$ cat config.mk
export PLATFORM = sky130hd
export DESIGN_NAME = regfile_burst_reader
export DESIGN_NICKNAME = d
export VERILOG_FILES = /design/src/rtl/regfile_burst_reader.sv
export SDC_FILE = /design/constraint.sdc
export NUM_CORES = 1
export LEC_CHECK = 0
export CAP_MARGIN = 20
export CORE_AREA = 2 2 72 74
export DETAILED_ROUTE_END_ITERATION = 10
export DIE_AREA = 0 0 74 76
export HOLD_SLACK_MARGIN = 0.03
export PLACE_DENSITY = 0.63
export SETUP_SLACK_MARGIN = 0.05
export SLEW_MARGIN = 15
export SYNTH_ARGS = -nofsm -noshare
export SYNTH_HDL_FRONTEND = slang
export SYNTH_SLANG_ARGS = --single-unit
$ cat constraint.sdc
create_clock -name clk -period 6.7 [get_ports clk]
set_clock_uncertainty 0.2 [all_clocks]
set_input_delay 1.34 -clock clk [delete_from_list [all_inputs] [get_ports clk]]
set_output_delay 1.34 -clock clk [all_outputs]
set_load 0.01 [all_outputs]
$ cat src/rtl/regfile_burst_reader.sv
// Burst read engine for an 8x16 register file. A request (start address,
// length-1) is accepted in IDLE; reads are issued one per cycle to the
// register file's synchronous read port, gated by a 2-credit check that
// counts buffered words plus the read in flight. Returned words land in a
// 2-entry FIFO that drives the output stream together with a last marker.
//
// Handshakes: a transfer happens on a rising edge where valid and ready are
// both high; valid (and its payload) never depends combinationally on ready,
// and a stalled word (valid=1, ready=0) keeps its payload stable.
module regfile_burst_reader #(
  parameter int WIDTH  = 8,
  parameter int DEPTH  = 16,
  parameter int ADDR_W = 4
) (
  input  logic              clk,
  input  logic              rst,
  input  logic              req_valid,
  output logic              req_ready,
  input  logic [ADDR_W-1:0] req_addr,
  input  logic [ADDR_W-1:0] req_len,
  output logic              rd_en,
  output logic [ADDR_W-1:0] rd_addr,
  input  logic [WIDTH-1:0]  rd_data,
  output logic              out_valid,
  input  logic              out_ready,
  output logic [WIDTH-1:0]  out_data,
  output logic              out_last,
  output logic              busy,
  output logic [1:0]        fsm_state
);

  typedef enum logic [1:0] {
    IDLE  = 2'd0,
    READ  = 2'd1,
    DRAIN = 2'd2
  } state_t;

  state_t            state, state_nxt;
  logic [ADDR_W-1:0] addr_cnt;
  logic [ADDR_W-1:0] rem_cnt;
  logic              inflight;
  logic              inflight_last;
  logic [WIDTH-1:0]  fifo_data [2];
  logic              fifo_last [2];
  logic              wr_ptr;
  logic              rd_ptr;
  logic [1:0]        count;
  logic              push;
  logic              pop;
  logic              accept;
  logic              issue_last;
  logic [2:0]        credit_sum;
  logic              credit_ok;

  assign out_valid  = (count != 2'd0);
  assign out_data   = fifo_data[rd_ptr];
  assign out_last   = fifo_last[rd_ptr];
  assign pop        = out_valid & out_ready;
  assign push       = inflight;
  assign req_ready  = (state == IDLE);
  assign accept     = req_valid & req_ready;
  assign busy       = (state != IDLE);
  assign fsm_state  = state;
  assign rd_addr    = (state == IDLE) ? '0 : addr_cnt;
  assign issue_last = rd_en & (rem_cnt == '0);

  // pop requires count >= 1, so this sum cannot underflow
  assign credit_sum = {1'b0, count} + {2'b00, inflight} - {2'b00, pop};
  assign credit_ok  = (credit_sum < 3'd2);

  // Next-state and read-strobe decode
  always_comb begin
    state_nxt = state;
    rd_en     = 1'b0;
    case (state)
      IDLE: begin
        if (accept) state_nxt = READ;
      end
      READ: begin
        rd_en = credit_ok;
        if (credit_ok && (rem_cnt == '0)) state_nxt = DRAIN;
      end
      DRAIN: begin
        if (pop && out_last) state_nxt = IDLE;
      end
      default: state_nxt = IDLE;
    endcase
  end

  // State register
  always_ff @(posedge clk or negedge rst) begin
    if (!rst) state <= IDLE;
    else      state <= state_nxt;
  end

  // Address / remaining-issue counters; address wraps naturally at DEPTH
  always_ff @(posedge clk or negedge rst) begin
    if (!rst) begin
      addr_cnt <= '0;
      rem_cnt  <= '0;
    end else if (accept) begin
      addr_cnt <= req_addr;
      rem_cnt  <= req_len;
    end else if (rd_en) begin
      addr_cnt <= addr_cnt + 1'b1;
      rem_cnt  <= rem_cnt - 1'b1;
    end
  end

  // In-flight read flag and its last tag, aligned with rd_data arrival
  always_ff @(posedge clk or negedge rst) begin
    if (!rst) begin
      inflight      <= 1'b0;
      inflight_last <= 1'b0;
    end else begin
      inflight      <= rd_en;
      inflight_last <= issue_last;
    end
  end

  // 2-entry output FIFO; simultaneous push and pop leaves count unchanged
  always_ff @(posedge clk or negedge rst) begin
    if (!rst) begin
      fifo_data[0] <= '0;
      fifo_data[1] <= '0;
      fifo_last[0] <= 1'b0;
      fifo_last[1] <= 1'b0;
      wr_ptr       <= 1'b0;
      rd_ptr       <= 1'b0;
      count        <= 2'd0;
    end else begin
      if (push) begin
        fifo_data[wr_ptr] <= rd_data;
        fifo_last[wr_ptr] <= inflight_last;
        wr_ptr            <= ~wr_ptr;
      end
      if (pop) rd_ptr <= ~rd_ptr;
      count <= count + {1'b0, push} - {1'b0, pop};
    end
  end

endmodule

### Yosys cells after proc, flatten, opt, wreduce, memory -nomap -nowiden

Cells that the tools add are included.

| storage, ports and cells | value |
|---|---|
| input bits | 20 |
| output and inout bits | 19 |
| word-level logic and storage cells | 65 |
| bits in registers | 34 |

| operators by class | value |
|---|---|
| reduce and logical (&&, ||, !) cells | 9 |
| $lt $le $gt $ge | 4 |
| equal/unequal tests | 5 |
| $add $sub $neg | 6 |
| bitwise gates (word level) | 7 |
| muxes and demuxes | 22 |

Operators with widths:

| operator | count |
|---|---|
| $mux 8 | 4 |
| $mux 4 | 5 |
| $bwmux 16 | 1 |
| $demux 8 s1 | 1 |
| $mux 2 | 3 |
| $pmux 2 s3 | 1 |
| $reduce_bool 2->1 | 3 |
| $mux 1 | 5 |
| $add 4x1->4 const B | 1 |
| $ge 2x2->1 const B | 2 |
| $logic_not 4->1 | 1 |
| $ne 2x2->1 const B | 2 |
| $not 1->2 | 2 |
| $sub 4x1->4 const B | 1 |
| $add 2x1->3 | 1 |
| $and 1x1->1 | 3 |
| $logic_and 1x1->1 | 3 |
| $lt 3x2->1 const B | 1 |
| $reduce_and 3->1 | 1 |
| $sub 3x1->3 | 1 |
| $add 2x1->2 | 1 |
| $bwmux 2 | 1 |
| $eq 2x1->1 const B | 1 |
| $eq 2x2->1 const B | 1 |
| 6 further kinds | 7 |

### Longest topological paths before layout

| depth | value |
|---|---|
| depth after elaboration | 7 |
| gate-level depth with buffers | 10 |
| mapped depth without buffers | 10 |

### Least setup slack after synthesis

No wires, ideal clock.

| path | value |
|---|---|
| path type | input port to output port |
| start point | in out_ready |
| end point | out rd_en |
| cell stages on the path | 8 |
| data arrival time | 2.974 ns |
| path buffers | 0 |
| data required time | 5.160 ns |
| slack | 2.186 ns |
| cells stage by stage | and2_1 -> ha_1 -> inv_1 -> ha_1 -> fa_1 -> nor3b_4 -> nand2_4 -> inv_1 |

| on the way | value |
|---|---|
| word-level cells in the longest chain between the ends | 4 |

Ends and longest elaborated chain:

| item | line | source |
|---|---|---|
| from (decl) | 25 | `input logic out_ready,` |
| $and 1x1->1 | 58 | `assign pop = out_valid & out_ready;` |
| $sub 3x1->3 | 68 | `assign credit_sum = {1'b0, count} + {2'b00, inflight} - {2'b00, pop};` |
| named net credit_sum[1] | 52 | `logic [2:0] credit_sum;` |
| $lt 3x2->1 | 69 | `assign credit_ok = (credit_sum < 3'd2);` |
| $mux 1 | 75 | `case (state)` |
| to (decl) | 21 | `output logic rd_en,` |

The timed path passes the listed nets, and every way through them passes these cells.

### Worst setup path in the final report

| path | value |
|---|---|
| start point | in out_ready |
| end point | out rd_en |

| on the way | value |
|---|---|
| word-level cells in the longest chain between the ends | 4 |

Ends and longest elaborated chain:

| item | line | source |
|---|---|---|
| $and 1x1->1 | 58 |  |
| named net pop | 49 | `logic pop;` |
| $sub 3x1->3 | 68 |  |
| named net credit_sum[1] | 52 |  |
| $lt 3x2->1 | 69 |  |
| $mux 1 | 75 |  |

The timed path passes the listed nets, and every way through them passes these cells.

==> metrics.md <==
| Metric | Value |
|---|---|
| Status | `complete, no violations` |
| Peak supply drop | `0.2376 mV` |
| Hold Path Class | `reg2reg` |
| Adder-Cell Fraction of Synth Area | `0.05097` |
| Crit end category | `output port` |
| Effective utilization at floorplan | `0.3299` |
| Die width | `74 um` |
| Vias in the first global route | `1211` |
| Total gr overflow | `0` |
| Worst-Margin Slew | `870.2 ps` |
| Static Leak | `0.9366 nW` |
| Final period utilization | `0.8276` |
| Row Count | `26` |
| RSZ-0062 raised after global routing | `no` |
| R2R cell count | `10` |
| Number of setup buffers added after CTS | `0` |
| Max Root-Sink Buffers | `2` |
| Hold_buf cts | `0` |
| XOR/XNOR Fraction of Synth Area | `0.04788` |
| IO buf count | `38` |
| Synth Cell Area | `0.001620 sq mm` |
| Drc violations | `0` |
| Hold path depth | `1` |
| Number of vias per cell | `4.510` |
| Placed wire-length estimate | `2400 um` |
| Antenna violations before repair | `0` |
| Clock slew at reported path FFs | `70 ps` |
| Final Hold Viols | `0` |
| Final ANT Viol Nets | `0` |
| First-pass GRT wire length | `5658 um` |
| Largest family of logic cells by synthesized area | `multiplexers` |
| Seq/Total Area, Yosys | `0.5251` |
| Mapped Cells | `131` |
| Fin Hold WS | `300.3 ps` |
| Die area | `0.005624 sq mm` |
| Final worst slack | `1155 ps` |
| CP max FO | `9` |
| WP data arrival | `4010 ps` |
| Post-synth ARST share | `1.000` |
| Cts repair resizes | `0` |
| FF+latch count, synth | `34` |
| Synth Area in Compound Gates | `0.03629` |
| Inserted Clock Buffers | `5` |
| Multiplexer area fraction after synthesis | `0.2008` |
| Synthesis-to-finish area growth | `34.13%` |
| Fin cells | `245` |
| Die height | `76 um` |
| Antenna fix cells | `0` |
| Total Routing Usage GR | `0.1322` |
| Via Count | `1105` |
| Final setup vio count | `0` |
| WHS Endpoint | `wr_ptr` |
| FF-to-FF Start | `count[1]` |
| Initial DRC Count | `72` |
| Worst setup path class | `in2out` |
| Syn nets | `157` |
| Max frequency | `180.3 MHz` |
| Pre-CTS WS | `1148 ps` |
| Reg2Reg Setup Slack | `3480 ps` |
| Post-synth EDFFs | `0` |
| Synth Area in Simple Gates | `0.1120` |
| Layout cells sized above 1 | `0.2286` |
| Placed cell count | `237` |
| DRT Pass-1 Iters | `4` |
| Largest net degree at the start of global routing | `35` |
| Clock H-tree levels | `2` |
| MaxCap Viol Count | `0` |
| Yosys warns | `0` |
| Mean Syn Cell Area | `12.37 sq um` |
| Slowest cell on the critical path | `clkdlybuf4s50_1` |
| Slew Limit Fails | `0` |
| Delay of the slowest critical-path stage | `530 ps` |
| CTS tree | `done` |
| Main flop type after synthesis | `dfrtp_1` |
| Setup TNS | `0 ps` |
| Final Critical Period | `5545 ps` |
| Final Wtd Congestion | `0.7175` |
| Startpoint types | `primary input` |
| Critical R2R Capture | `addr_cnt[3]` |
| Worst-Skew Late Latency | `280 ps` |
| Power Density | `529.5 mW/mm^2` |
| Worst EP required | `5160 ps` |
| CTS root buf | `clkbuf_8` |
| DRT Wirelength | `3364 um` |
| Critical Path, Cell by Cell | `clkdlybuf4s50_1 > and2_1 > ha_1 > inv_1 > ha_1 > fa_1 > nor3b_4 > nand2_4 > inv_1 > clkdlybuf4s50_1` |
| # IOs | `39` |
| Core box area | `0.004912 sq mm` |
| # nets final | `200` |
| Slew HR | `0.4187` |
| WL/cell | `13.73 um` |
| HP Start | `wr_ptr` |
| Clk sinks | `34` |
| Count of cell types in the netlist | `27` |
worst max-delay path: cells and delay by family:
family	cells	cell delay (ps)
AND/OR/NAND/NOR	3	620
buffers and inverters	4	1060
adder cells (fa/ha/maj)	3	990
registers in the layout (all words and copies together), names as in the netlist:
register,cells
addr_cnt,4
count,2
fifo_data,16
fifo_last,2
fsm_state,2
inflight,1
inflight_last,1
rd_ptr,1
rem_cnt,4
wr_ptr,1
metrics by stage:
step	util	instance area, sq um	total power [W]
final	0.4424	2173	0.001151
after floorplan	-	1620	0.0007588
after global routing	0.4424	2173	0.001245
after global placement	0.4238	2082	0.0009760
after CTS	0.4424	2173	0.001168
after detailed placement	0.4238	2082	0.001006
placed cells by master (no fill, tap or decap), types with 2 or more instances in the layout:
cell             netlist  routed
clkdlybuf4s50_1        0      38
dfrtp_1               34      34
mux2_2                28      28
nor2_1                11      11
inv_1                  8       8
a21oi_1                8       8
xor2_1                 6       6
clkbuf_8               0       6
nor2b_1                5       5
ha_1                   5       5
nand3_1                4       4
nand2_1                3       3
nor3_1                 2       2
report_power, final:
| group | leakage, nW | internal [W] | total, W | switching (W) |
|---|---|---|---|---|
| Combinational | 0.483 | 0.000345 | 0.000610 | 0.000264 |
| Sequential | 0.406 | 0.000308 | 0.000385 | 0.0000766 |
| Clock | 0.0482 | 0.0000829 | 0.000156 | 0.0000735 |
| Total | 0.937 | 0.000736 | 0.00115 | 0.000414 |
synth_stat cells, types with 2 or more instances:
cell,count,area share
dfrtp_1,34,0.53
mux2_2,28,0.19
nor2_1,11,0.025
a21oi_1,8,0.025
inv_1,8,0.019
xor2_1,6,0.032
ha_1,5,0.039
nor2b_1,5,0.019
nand3_1,4,0.012
nand2_1,3,0.0069
buf_2,2,0.0062
nor3_1,2,0.0062
kinds of logic after synthesis:
| group | Yosys count |
|---|---|
| mux | 29 |
| compound gates | 11 |
| fa+ha+maj | 6 |
| xor+xnor | 8 |
| flops | 34 |
| simple gates | 32 |
| buf+inv | 11 |
routing by layer:
metal | up-vias | GRT usage | part of all wire
li1 | 530 | - | -
met1 | 535 | 0.1610 | 0.42
met2 | 38 | 0.2232 | 0.51
met3 | 2 | 0.04630 | 0.062
met4 | 0 | 0.02727 | 0.0045
met5 | - | 0 | 0
cell type report:
class	instances	area, sq um
fill	463	2739
inverter	8	30.03
multi-input combinational	86	725.7
timing repair buffer	39	387.9
sequential	34	850.8
clock buffer	7	86.33
tap	70	87.58
clock inverter	1	5.005
how the worst max path moves through the flow:
stage / slack, ps / endpoint / startpoint / depth (start not counted)
floorplan: 2190 / rd_en / out_ready / 8
global placement: 1220 / rd_en / out_ready / 10
detailed placement: 1150 / rd_en / out_ready / 10
CTS: 1140 / rd_en / out_ready / 10
global route: 1020 / rd_en / out_ready / 10
finish: 1150 / rd_en / out_ready / 10
No activity file was read; power rests on OpenSTA's default activity.
